$ cat src/rtl/linear_embed_pkg.sv
// Shared types and constants for the linear-embedding sequencer.
package linear_embed_pkg;

    typedef enum logic [2:0] {
        IDLE,
        LOAD,
        START,
        RUN,
        HOLD
    } state_t;

    localparam logic [1:0] PRM_WT   = 2'd0;
    localparam logic [1:0] PRM_BIAS = 2'd1;
    localparam logic [1:0] PRM_CLS  = 2'd2;

    localparam int WT_BASE   = 0;
    localparam int BIAS_BASE = 16;
    localparam int CLS_BASE  = 32;
    localparam int PRM_WORDS = 48;

    function automatic logic [1:0] prm_sel_of(input int k);
        logic [1:0] sel;
        sel = PRM_WT;
        if (k >= CLS_BASE) begin
            sel = PRM_CLS;
        end else if (k >= BIAS_BASE) begin
            sel = PRM_BIAS;
        end
        return sel;
    endfunction

endpackage

$ cat src/rtl/linear_embed_if.sv
// Segment, ROM, parameter-write, datapath and token-matrix signals
// seen by the embedding sequencer.
interface linear_embed_if #(
    parameter int ROM_AW = 6
);
    logic              seg_valid;
    logic              seg_ready;
    logic              rom_en;
    logic [ROM_AW-1:0] rom_addr;
    logic [7:0]        rom_rdata;
    logic              prm_we;
    logic [1:0]        prm_sel;
    logic [3:0]        prm_idx;
    logic [7:0]        prm_wdata;
    logic              emb_start;
    logic              emb_done;
    logic              out_valid;
    logic              out_ready;

    modport master (
        input  seg_valid, rom_rdata, emb_done, out_ready,
        output seg_ready, rom_en, rom_addr,
        output prm_we, prm_sel, prm_idx, prm_wdata,
        output emb_start, out_valid
    );

    modport slave (
        output seg_valid, rom_rdata, emb_done, out_ready,
        input  seg_ready, rom_en, rom_addr,
        input  prm_we, prm_sel, prm_idx, prm_wdata,
        input  emb_start, out_valid
    );
endinterface

$ cat src/rtl/linear_embed_ctrl_loader.sv
// Streams wt/bias/cls_token from the parameter ROM into the datapath
// registers; each ROM word is written one cycle after its read.
module embed_param_loader
    import linear_embed_pkg::*;
#(
    parameter int ROM_AW  = 6,
    parameter int D_MODEL = 16
) (
    input  logic              clk,
    input  logic              rst,
    input  logic              start_i,
    output logic              load_done_o,
    output logic              rom_en_o,
    output logic [ROM_AW-1:0] rom_addr_o,
    input  logic [7:0]        rom_rdata_i,
    output logic              prm_we_o,
    output logic [1:0]        prm_sel_o,
    output logic [3:0]        prm_idx_o,
    output logic [7:0]        prm_wdata_o
);
    localparam logic [5:0] K_LAST = 6'(PRM_WORDS - 1);

    logic       run_q;
    logic       we_q;
    logic [5:0] k_q;
    logic [5:0] kd_q;

    always_ff @(posedge clk or posedge rst) begin
        if (rst) begin
            run_q <= 1'b0;
            we_q  <= 1'b0;
            k_q   <= '0;
            kd_q  <= '0;
        end else begin
            we_q <= run_q;
            kd_q <= k_q;
            if (start_i) begin
                run_q <= 1'b1;
                k_q   <= '0;
            end else if (run_q) begin
                k_q <= k_q + 6'd1;
                if (k_q == K_LAST) begin
                    run_q <= 1'b0;
                end
            end
        end
    end

    assign rom_en_o    = run_q;
    assign rom_addr_o  = run_q ? ROM_AW'(WT_BASE + int'(k_q)) : '0;
    assign prm_we_o    = we_q;
    // Outputs are gated so the write port idles at zero between loads
    assign prm_sel_o   = we_q ? prm_sel_of(int'(kd_q)) : '0;
    assign prm_idx_o   = we_q ? 4'(int'(kd_q) % D_MODEL) : '0;
    assign prm_wdata_o = we_q ? rom_rdata_i : '0;
    assign load_done_o = we_q && (kd_q == K_LAST);

endmodule

$ cat src/rtl/linear_embed_ctrl.sv
// Sequencer for the ECG linear-embedding datapath: parameter load,
// per-segment start/run/hold with RUN timeout and segment counting.
module linear_embed_ctrl
    import linear_embed_pkg::*;
#(
    parameter int D_MODEL = 16,
    parameter int ROM_AW  = 6,
    parameter int TIMEOUT = 1024,
    parameter int CNT_W   = 16
) (
    input  logic             clk,
    input  logic             rst,
    input  logic             reload,
    linear_embed_if.master   bus,
    output logic             busy,
    output logic             timeout_err,
    output logic [CNT_W-1:0] seg_count
);
    localparam int             TW     = $clog2(TIMEOUT);
    localparam logic [TW-1:0]  T_LAST = TW'(TIMEOUT - 1);

    state_t           state_q, state_d;
    logic             params_ok_q, params_ok_d;
    logic             pend_q, pend_d;
    logic             terr_q, terr_d;
    logic [TW-1:0]    run_cnt_q, run_cnt_d;
    logic [CNT_W-1:0] cnt_q, cnt_d;
    logic             ld_start;
    logic             ld_done;

    embed_param_loader #(
        .ROM_AW  (ROM_AW),
        .D_MODEL (D_MODEL)
    ) u_loader (
        .clk         (clk),
        .rst         (rst),
        .start_i     (ld_start),
        .load_done_o (ld_done),
        .rom_en_o    (bus.rom_en),
        .rom_addr_o  (bus.rom_addr),
        .rom_rdata_i (bus.rom_rdata),
        .prm_we_o    (bus.prm_we),
        .prm_sel_o   (bus.prm_sel),
        .prm_idx_o   (bus.prm_idx),
        .prm_wdata_o (bus.prm_wdata)
    );

    always_ff @(posedge clk or posedge rst) begin
        if (rst) begin
            state_q     <= IDLE;
            params_ok_q <= 1'b0;
            pend_q      <= 1'b0;
            terr_q      <= 1'b0;
            run_cnt_q   <= '0;
            cnt_q       <= '0;
        end else begin
            state_q     <= state_d;
            params_ok_q <= params_ok_d;
            pend_q      <= pend_d;
            terr_q      <= terr_d;
            run_cnt_q   <= run_cnt_d;
            cnt_q       <= cnt_d;
        end
    end

    always_comb begin
        state_d       = state_q;
        params_ok_d   = params_ok_q;
        pend_d        = pend_q;
        terr_d        = terr_q;
        run_cnt_d     = run_cnt_q;
        cnt_d         = cnt_q;
        ld_start      = 1'b0;
        bus.seg_ready = 1'b0;
        bus.emb_start = 1'b0;
        bus.out_valid = 1'b0;

        // A reload that lands mid-load is absorbed by the running load
        if (reload && state_q != IDLE && state_q != LOAD) begin
            pend_d = 1'b1;
        end

        unique case (state_q)
            IDLE: begin
                if (!params_ok_q || reload || pend_q) begin
                    state_d  = LOAD;
                    ld_start = 1'b1;
                end else begin
                    bus.seg_ready = 1'b1;
                    if (bus.seg_valid) begin
                        state_d = START;
                    end
                end
            end
            LOAD: begin
                if (ld_done) begin
                    state_d     = IDLE;
                    params_ok_d = 1'b1;
                    pend_d      = 1'b0;
                    terr_d      = 1'b0;
                end
            end
            START: begin
                bus.emb_start = 1'b1;
                run_cnt_d     = '0;
                state_d       = RUN;
            end
            RUN: begin
                if (bus.emb_done) begin
                    state_d = HOLD;
                end else if (run_cnt_q == T_LAST) begin
                    state_d = IDLE;
                    terr_d  = 1'b1;
                end else begin
                    run_cnt_d = run_cnt_q + 1'b1;
                end
            end
            HOLD: begin
                bus.out_valid = 1'b1;
                if (bus.out_ready) begin
                    cnt_d   = cnt_q + 1'b1;
                    state_d = IDLE;
                end
            end
            default: state_d = IDLE;
        endcase
    end

    assign busy        = (state_q != IDLE);
    assign timeout_err = terr_q;
    assign seg_count   = cnt_q;

endmodule
$ cat src/flat_wrapper.sv
// flat-port wrapper written by rule: the top's interface ports become plain ports
module linear_embed_ctrl_flat import linear_embed_pkg::*;
#(
    parameter int D_MODEL = 16,
    parameter int ROM_AW  = 6,
    parameter int TIMEOUT = 1024,
    parameter int CNT_W   = 16
)
  (clk, rst, reload, busy, timeout_err, seg_count, bus_seg_valid, bus_rom_rdata, bus_emb_done, bus_out_ready, bus_seg_ready, bus_rom_en, bus_rom_addr, bus_prm_we, bus_prm_sel, bus_prm_idx, bus_prm_wdata, bus_emb_start, bus_out_valid);
  linear_embed_if #(.ROM_AW(ROM_AW)) bus_i ();
  input  logic clk;
  input  logic rst;
  input  logic reload;
  output logic busy;
  output logic timeout_err;
  output logic [CNT_W-1:0] seg_count;
  input wire logic [$bits(bus_i.seg_valid)-1:0] bus_seg_valid;
  input wire logic [$bits(bus_i.rom_rdata)-1:0] bus_rom_rdata;
  input wire logic [$bits(bus_i.emb_done)-1:0] bus_emb_done;
  input wire logic [$bits(bus_i.out_ready)-1:0] bus_out_ready;
  output wire logic [$bits(bus_i.seg_ready)-1:0] bus_seg_ready;
  output wire logic [$bits(bus_i.rom_en)-1:0] bus_rom_en;
  output wire logic [$bits(bus_i.rom_addr)-1:0] bus_rom_addr;
  output wire logic [$bits(bus_i.prm_we)-1:0] bus_prm_we;
  output wire logic [$bits(bus_i.prm_sel)-1:0] bus_prm_sel;
  output wire logic [$bits(bus_i.prm_idx)-1:0] bus_prm_idx;
  output wire logic [$bits(bus_i.prm_wdata)-1:0] bus_prm_wdata;
  output wire logic [$bits(bus_i.emb_start)-1:0] bus_emb_start;
  output wire logic [$bits(bus_i.out_valid)-1:0] bus_out_valid;
  assign bus_i.seg_valid = bus_seg_valid;
  assign bus_i.rom_rdata = bus_rom_rdata;
  assign bus_i.emb_done = bus_emb_done;
  assign bus_i.out_ready = bus_out_ready;
  assign bus_seg_ready = bus_i.seg_ready;
  assign bus_rom_en = bus_i.rom_en;
  assign bus_rom_addr = bus_i.rom_addr;
  assign bus_prm_we = bus_i.prm_we;
  assign bus_prm_sel = bus_i.prm_sel;
  assign bus_prm_idx = bus_i.prm_idx;
  assign bus_prm_wdata = bus_i.prm_wdata;
  assign bus_emb_start = bus_i.emb_start;
  assign bus_out_valid = bus_i.out_valid;
  linear_embed_ctrl #(.D_MODEL(D_MODEL), .ROM_AW(ROM_AW), .TIMEOUT(TIMEOUT), .CNT_W(CNT_W)) u_core (.clk(clk), .rst(rst), .reload(reload), .bus(bus_i), .busy(busy), .timeout_err(timeout_err), .seg_count(seg_count));
endmodule
$ cat config.mk
export PLATFORM = sky130hd
export DESIGN_NAME = linear_embed_ctrl_flat
export DESIGN_NICKNAME = d
export VERILOG_FILES = /design/src/rtl/linear_embed_pkg.sv /design/src/rtl/linear_embed_if.sv /design/src/rtl/linear_embed_ctrl_loader.sv /design/src/rtl/linear_embed_ctrl.sv /design/src/flat_wrapper.sv
export SDC_FILE = /design/constraint.sdc
export NUM_CORES = 1
export LEC_CHECK = 0
export CORE_MARGIN = 2
export CORE_UTILIZATION = 30
export CTS_CLUSTER_DIAMETER = 200
export CTS_CLUSTER_SIZE = 10
export DETAILED_ROUTE_END_ITERATION = 10
export MAX_ROUTING_LAYER = met4
export PLACE_DENSITY_LB_ADDON = 0.25
export SYNTH_ARGS = -nofsm -noshare
export SYNTH_HDL_FRONTEND = slang
export SYNTH_SLANG_ARGS = --single-unit
$ cat constraint.sdc
create_clock -name clk -period 3 [get_ports clk]
set_input_delay 0.9 -clock clk [delete_from_list [all_inputs] [get_ports clk]]
set_output_delay 0.9 -clock clk [all_outputs]
set_load 0.1 [all_outputs]
==> impl_metrics.tcl, run 1 <==
set metrics [dict create \
    drc 0 \
    setup_viol_count_final 0 \
    avgSynthCellArea_um2 10.0 \
    holdWs_ns 0.470 \
    tns_ns 0 \
    timing_hold_violations_final 0 \
    worst_slew_pin_slew_ns 0.671 \
    crit_path_cell_trace "clkdlybuf4s50_1, nor3b_1, and3_2, buf_12" \
    clkTransAtPathRegs_ns 0.09 \
    pwr-share-clk_pct 35.8 \
    grt_pass1_wl_um 8450 \
    critical_path_class "input port to output pin" \
    pin_count 57 \
    syn_nets 245 \
    netlist.area_leader.share_pct 50.4 \
    slew_viol_final 0 \
    dpl-instance-area_um2 3000 \
    p_sw_uw 239 \
    slowest_stage "clkdlybuf4s50_1" \
    cts_tree "built" \
    critical_path.max_fanout 2 \
    grt_pass1_vias 1743 \
    finalWirelength_um 4850 \
    power_density_nw_per_um2 339 \
    synth_async_sr_flop_share_pct 100 \
    overflow 0 \
    hold_path_class "flip-flop to flip-flop" \
    cp_top_family "buffers and inverters" \
    synth_adder_area_share_pct 1.64 \
    clock_skew_ns 0.00862 \
    period_share_pct 95.9 \
    ant_nets 0 \
    synth_cell_types 43 \
    finalNetCount 306 \
    grt_max_degree 26 \
    cts_hold_buf 0 \
    synthCells 228 \
    fillers 728 \
    fmax_ghz 0.347 \
    synth_area_leaders "dfrtp_1 (50%), and2_1 (5.5%), xnor2_1 (5.4%)" \
    drtIter0Drc 101 \
    wl_per_cell_um 12.5 \
    clock_latency_ns 0.30 \
    core_area_um2 7330 \
    hpwl_um 3630 \
    synth_warnings 0 \
    internal-power_uw 810 \
    gp_congestion 0.811 \
    die_y_um 91.3 \
    ir_worst_vdd_mv 0.162 \
    synth_area_um2 2280 \
    fin_cells 389 \
    synthTopCellsByCount "dfrtp_1 (46), nand2_1 (26), nor2_1 (21), and2_1 (20), xnor2_1 (14)" \
    io_buffers 56 \
    synthToLayoutAreaGrowth_pct 35.4 \
    ys_seq_area_share_pct 50.4 \
    yosysTopAreaCell "dfrtp_1" \
    vias 1852 \
    cts_resized 0 \
    cts-root-buf "clkbuf_8" \
    cpPeakStageDelay_ns 0.42 \
    combPwrFrac_pct 5.1 \
    antennaDiodeCount 0 \
    cp.required_ns 2.10 \
    dp_cells 381 \
    firstDrtPassIters 4 \
    synth_compound_area_share_pct 8.00 \
    switching_share_pct 22.8 \
    relSlewSlack_pct 55.0 \
    start_util_pct 31.2 \
    grtUsageTotal_pct 12.9 \
    seqPwrFrac_pct 59.1 \
    synth_ff_type "dfrtp_1" \
    yosys.area_share.simple_pct 28.4 \
    setup_ws_ns 0.122 \
    synth_top_family_by_area "simple AND/OR/NAND/NOR gates" \
    crit_arrival_ns 1.98 \
    min_period_ns 2.88 \
    cts_sinks 46 \
    synth_xor_area_share_pct 8.05 \
    synth-edff-count 0 \
    num_rows 31 \
    antenna_found_initial 0 \
    rsz0062_at_grt "false" \
    yosys.cell_count.top_type "dfrtp_1" \
    vias_per_cell 4.76 \
    cts_setup_buffers 0 \
    cts_buffers 5 \
    final_area_um2 3090 \
    start_kind "input port" \
    p_leak_uw 0.00139 \
    setup.worst_path.end_class "output pin" \
    synth_mux_area_share_pct 0.438 \
    status "completed" \
    die_x_um 91.3 \
    layout-drive-gt1-share_pct 21.7 \
    synth-seq-cells 46 \
    htree_levels 2 \
    cts_buffer_depth 2 \
    dieArea_um2 8330 \
    maxCapViolCount 0 \
    dp_slack_ns 0.130 \
    timing.critical_path.buf_inv 2 \
]
==> sequential cells by signal (all words and copies together) (netlist names) <==
| name | count |
|---|---|
| u_core.state_q | 3 |
| u_core.timeout_err | 1 |
| u_core.u_loader.k_q | 6 |
| u_core.u_loader.prm_we_o | 1 |
| u_core.seg_count | 16 |
| u_core.pend_q | 1 |
| u_core.run_cnt_q | 10 |
| u_core.u_loader.kd_q | 6 |
| u_core.u_loader.rom_en_o | 1 |
| u_core.params_ok_q | 1 |
==> layout make-up <==
| type | count | area, µm² | area share [%] |
|---|---|---|---|
| inverters | 10 | 37.5 | 1.21 |
| well taps | 99 | 124 | 4.00 |
| repair buffers | 60 | 621 | 20.1 |
| flip-flops and latches | 46 | 1150 | 37.2 |
| clock inverters | 3 | 21.3 | 0.688 |
| clock buffers | 5 | 68.8 | 2.22 |
| multi-input cells | 166 | 1070 | 34.6 |
==> worst paths after layout <==
path                                   startpoint                 endpoint  depth (start not counted)  slack [ns]
max                                        reload            bus_seg_ready                          4        0.12
min                        u_core.u_loader.k_q[5]  u_core.u_loader.kd_q[5]                          0        0.47
max reg2reg                     u_core.state_q[0]      u_core.run_cnt_q[9]                          3        1.11
min reg2reg                u_core.u_loader.k_q[5]  u_core.u_loader.kd_q[5]                          0        0.47
max in group asynchronous                     rst  u_core.u_loader.kd_q[2]                          3        1.58
min in group asynchronous                     rst        u_core.state_q[2]                          2        0.93
==> power groups by stage <==
stage	sequential, µW	clock [µW]	combinational, µW
final	620	376	54.0
after CTS	620	390	55.9
after floorplan	632	0	24.6
after detailed placement	632	0	55.7
after global routing	620	418	60.6
after global placement	632	0	55.3
==> cell usage in the layout (no fill, tap or decap), types with 3 or more instances in the layout <==
cell type        count
o211ai_1             4
dfrtp_1             46
nor3_1               5
buf_4               36
clkbuf_8             5
ha_1                 3
nand3_1              5
buf_12              11
nor2_1              21
and2_1              20
o21ai_0              6
clkdlybuf4s50_1     13
a31oi_1              7
inv_1                9
xnor2_1             14
xor2_1               7
nand2_1             26
nand2b_1             3
nand4_1             11
==> worst reg2reg max path, cell delays in order, from the launching register on <==
cell and delay (ns):
dfrtp_1 0.55, nand3b_1 0.37, o21ai_1 0.66, o221ai_1 0.18
==> per-layer routing <==
metal	wire, µm	global-route usage [%]
met5	0	-
met4	68	4.92
met2	2310	19.6
met3	226	2.74
met1	2240	17.0
==> logic make-up (layout without fill, tap and decap cells) <==
kind of cell / after synthesis / count (layout)
AO/OA/AOI/OAI: 27 / 27
XOR/XNOR: 21 / 21
adder cells (fa/ha/maj): 3 / 3
buffers and inverters: 16 / 78
flip-flops: 46 / 46
multiplexers: 1 / 1
AND/OR/NAND/NOR: 114 / 114
==> through the flow <==
stage               util [%]  power, µW
detailed placement      41.0        688
CTS                     42.2       1070
global placement        41.0        688
floorplan                  -        657
global route            42.2       1100
finish                  42.2       1050
(Power assumes the default switching activity.)
==> inputs of run 2 (changes only) <==
--- a/config.mk
+++ b/config.mk
@@ -10,7 +10,6 @@
 export CTS_CLUSTER_DIAMETER = 200
 export CTS_CLUSTER_SIZE = 10
 export DETAILED_ROUTE_END_ITERATION = 10
-export MAX_ROUTING_LAYER = met4
 export PLACE_DENSITY_LB_ADDON = 0.25
 export SYNTH_ARGS = -nofsm -noshare
 export SYNTH_HDL_FRONTEND = slang
==> run 2 against run 1 <==
  * Critical path type unchanged
  * Sequential cell count unchanged
  * Non-clock buffer count unchanged
  * Largest cell class unchanged
  * Worst setup slack improved by 0.0044 ns
  * Highest routed layer unchanged
==> impl_metrics.tcl, run 2 (synthesis results as in run 1) <==
set metrics [dict create \
    cts_hold_buf 0 \
    cts-root-buf "clkbuf_8" \
    final_common_cell "dfrtp_1" \
    ant_nets 0 \
    cts_resized 0 \
    tns_ns 0 \
    grtUsageTotal_pct 12.5 \
    setup.worst_path.end_class "output pin" \
    largest_register_ff_count 16 \
    period_share_pct 95.8 \
    fmax_ghz 0.348 \
    drc 0 \
    cts_sinks 46 \
    p_leak_uw 0.00139 \
    start_kind "input port" \
    start_util_pct 31.2 \
    die_y_um 91.3 \
    fin_cells 389 \
    regToRegSetupSlack_ns 1.08 \
    status "completed" \
    cts_tree "built" \
    synthToLayoutAreaGrowth_pct 35.4 \
    cts_buffer_depth 2 \
    wl_per_cell_um 12.4 \
    power_density_nw_per_um2 340 \
    final_core_util_pct 42.2 \
    num_rows 31 \
    cp.required_ns 2.10 \
    reg2reg_from "u_core.state_q[0]" \
    layout-drive-gt1-share_pct 21.7 \
    finalWirelength_um 4840 \
    min-delay-start "u_core.u_loader.k_q[5]" \
    cts_setup_buffers 0 \
    slew_viol_final 0 \
    io_buffers 56 \
    firstDrtPassIters 4 \
    core_area_um2 7330 \
    grt_pass1_wl_um 8420 \
    critical_path.max_fanout 2 \
    timing_hold_violations_final 0 \
    hold_path_class "flip-flop to flip-flop" \
    worst_slew_pin_slew_ns 0.695 \
    finalNetCount 306 \
    grt_max_degree 26 \
    final_cell_mix "dfrtp_1 (46), buf_4 (36), nand2_1 (26)" \
    dp_cells 381 \
    min_period_ns 2.87 \
    vias_per_cell 4.71 \
    crit_arrival_ns 1.97 \
    relSlewSlack_pct 53.3 \
    min_to "u_core.u_loader.kd_q[5]" \
    rsz0062_at_grt "false" \
    clock_latency_ns 0.30 \
    setup_viol_count_final 0 \
    overflow 0 \
    htree_levels 2 \
    pin_count 57 \
    drtIter0Drc 96 \
    die_x_um 91.3 \
    reg2reg_depth 3 \
    clkTransAtPathRegs_ns 0.09 \
    ir_worst_vdd_mv 0.162 \
    holdWs_ns 0.469 \
    hpwl_um 3630 \
    gp_congestion 0.799 \
    rr_endpoint "u_core.run_cnt_q[9]" \
    clock_skew_ns 0.00912 \
    maxCapViolCount 0 \
    cts_buffers 5 \
    antennaDiodeCount 0 \
    antenna_found_initial 0 \
    grt_pass1_vias 1749 \
    critical_path_class "input port to output pin" \
    vias 1831 \
    dieArea_um2 8330 \
    whs_path_depth 0 \
]
-- run 2: cell counts in the layout (fill, tap and decap cells not counted) --
No cell type changed its count.
-- run 2: how the worst max path moves through the flow --
stage | from | slack (ns) | end | cells past startpoint
finish | reload | 0.13 | bus_seg_ready | 4
global route | reload | 0.09 | bus_seg_ready | 4
CTS | reload | 0.12 | bus_seg_ready | 4
detailed placement | reload | 0.13 | bus_seg_ready | 4
global placement | reload | 0.15 | bus_seg_ready | 4
floorplan | u_core.u_loader.rom_en_o | 0.05 | bus_rom_addr[0] | 2
-- run 2: per-layer routing --
layer | GRT usage, % | up-vias | part of all wire (%)
li1 | - | 915 | -
met1 | 16.7 | 875 | 46
met2 | 19.6 | 36 | 48
met3 | 2.99 | 5 | 4.7
met4 | 4.92 | 0 | 1.2
met5 | 0 | - | 0
-- run 2: power breakdown --
group / leakage (µW) / internal (µW) / total (µW) / switching (µW)
Combinational: 0.000757 / 26.7 / 54.2 / 27.4
Clock: 0.0000441 / 164 / 377 / 213
Sequential: 0.000587 / 620 / 620 / 0
Total: 0.00139 / 810 / 1050 / 240
-- run 2: stage by stage --
step,total power (µW),setup WS [ns],area [µm²]
after floorplan,657,0.0488,2290
after global placement,688,0.147,3000
after detailed placement,688,0.130,3000
after CTS,1070,0.123,3090
after global routing,1100,0.0870,3090
final,1050,0.126,3090
-- run 2: final cells by class --
cell class,instances,area [µm²]
Fill cell,728,4240
Sequential cell,46,1150
Multi-Input combinational cell,166,1070
Timing Repair Buffer,60,621
Tap cell,99,124
Clock buffer,5,68.8
Inverter,10,37.5
Clock inverter,3,21.3
-- run 2: worst max-delay path: stages --
cell and delay (ns):
clkdlybuf4s50_1 0.42, nor3b_1 0.24, and3_2 0.24, buf_12 0.17
==> inputs of run 3 (changes only) <==
--- a/config.mk
+++ b/config.mk
@@ -5,6 +5,7 @@
 export SDC_FILE = /design/constraint.sdc
 export NUM_CORES = 1
 export LEC_CHECK = 0
+export CAP_MARGIN = 20
 export CORE_MARGIN = 2
 export CORE_UTILIZATION = 30
 export CTS_CLUSTER_DIAMETER = 200
==> results of run 3 <==
No change in the layout: final DEF, timing and power equal those of run 2.
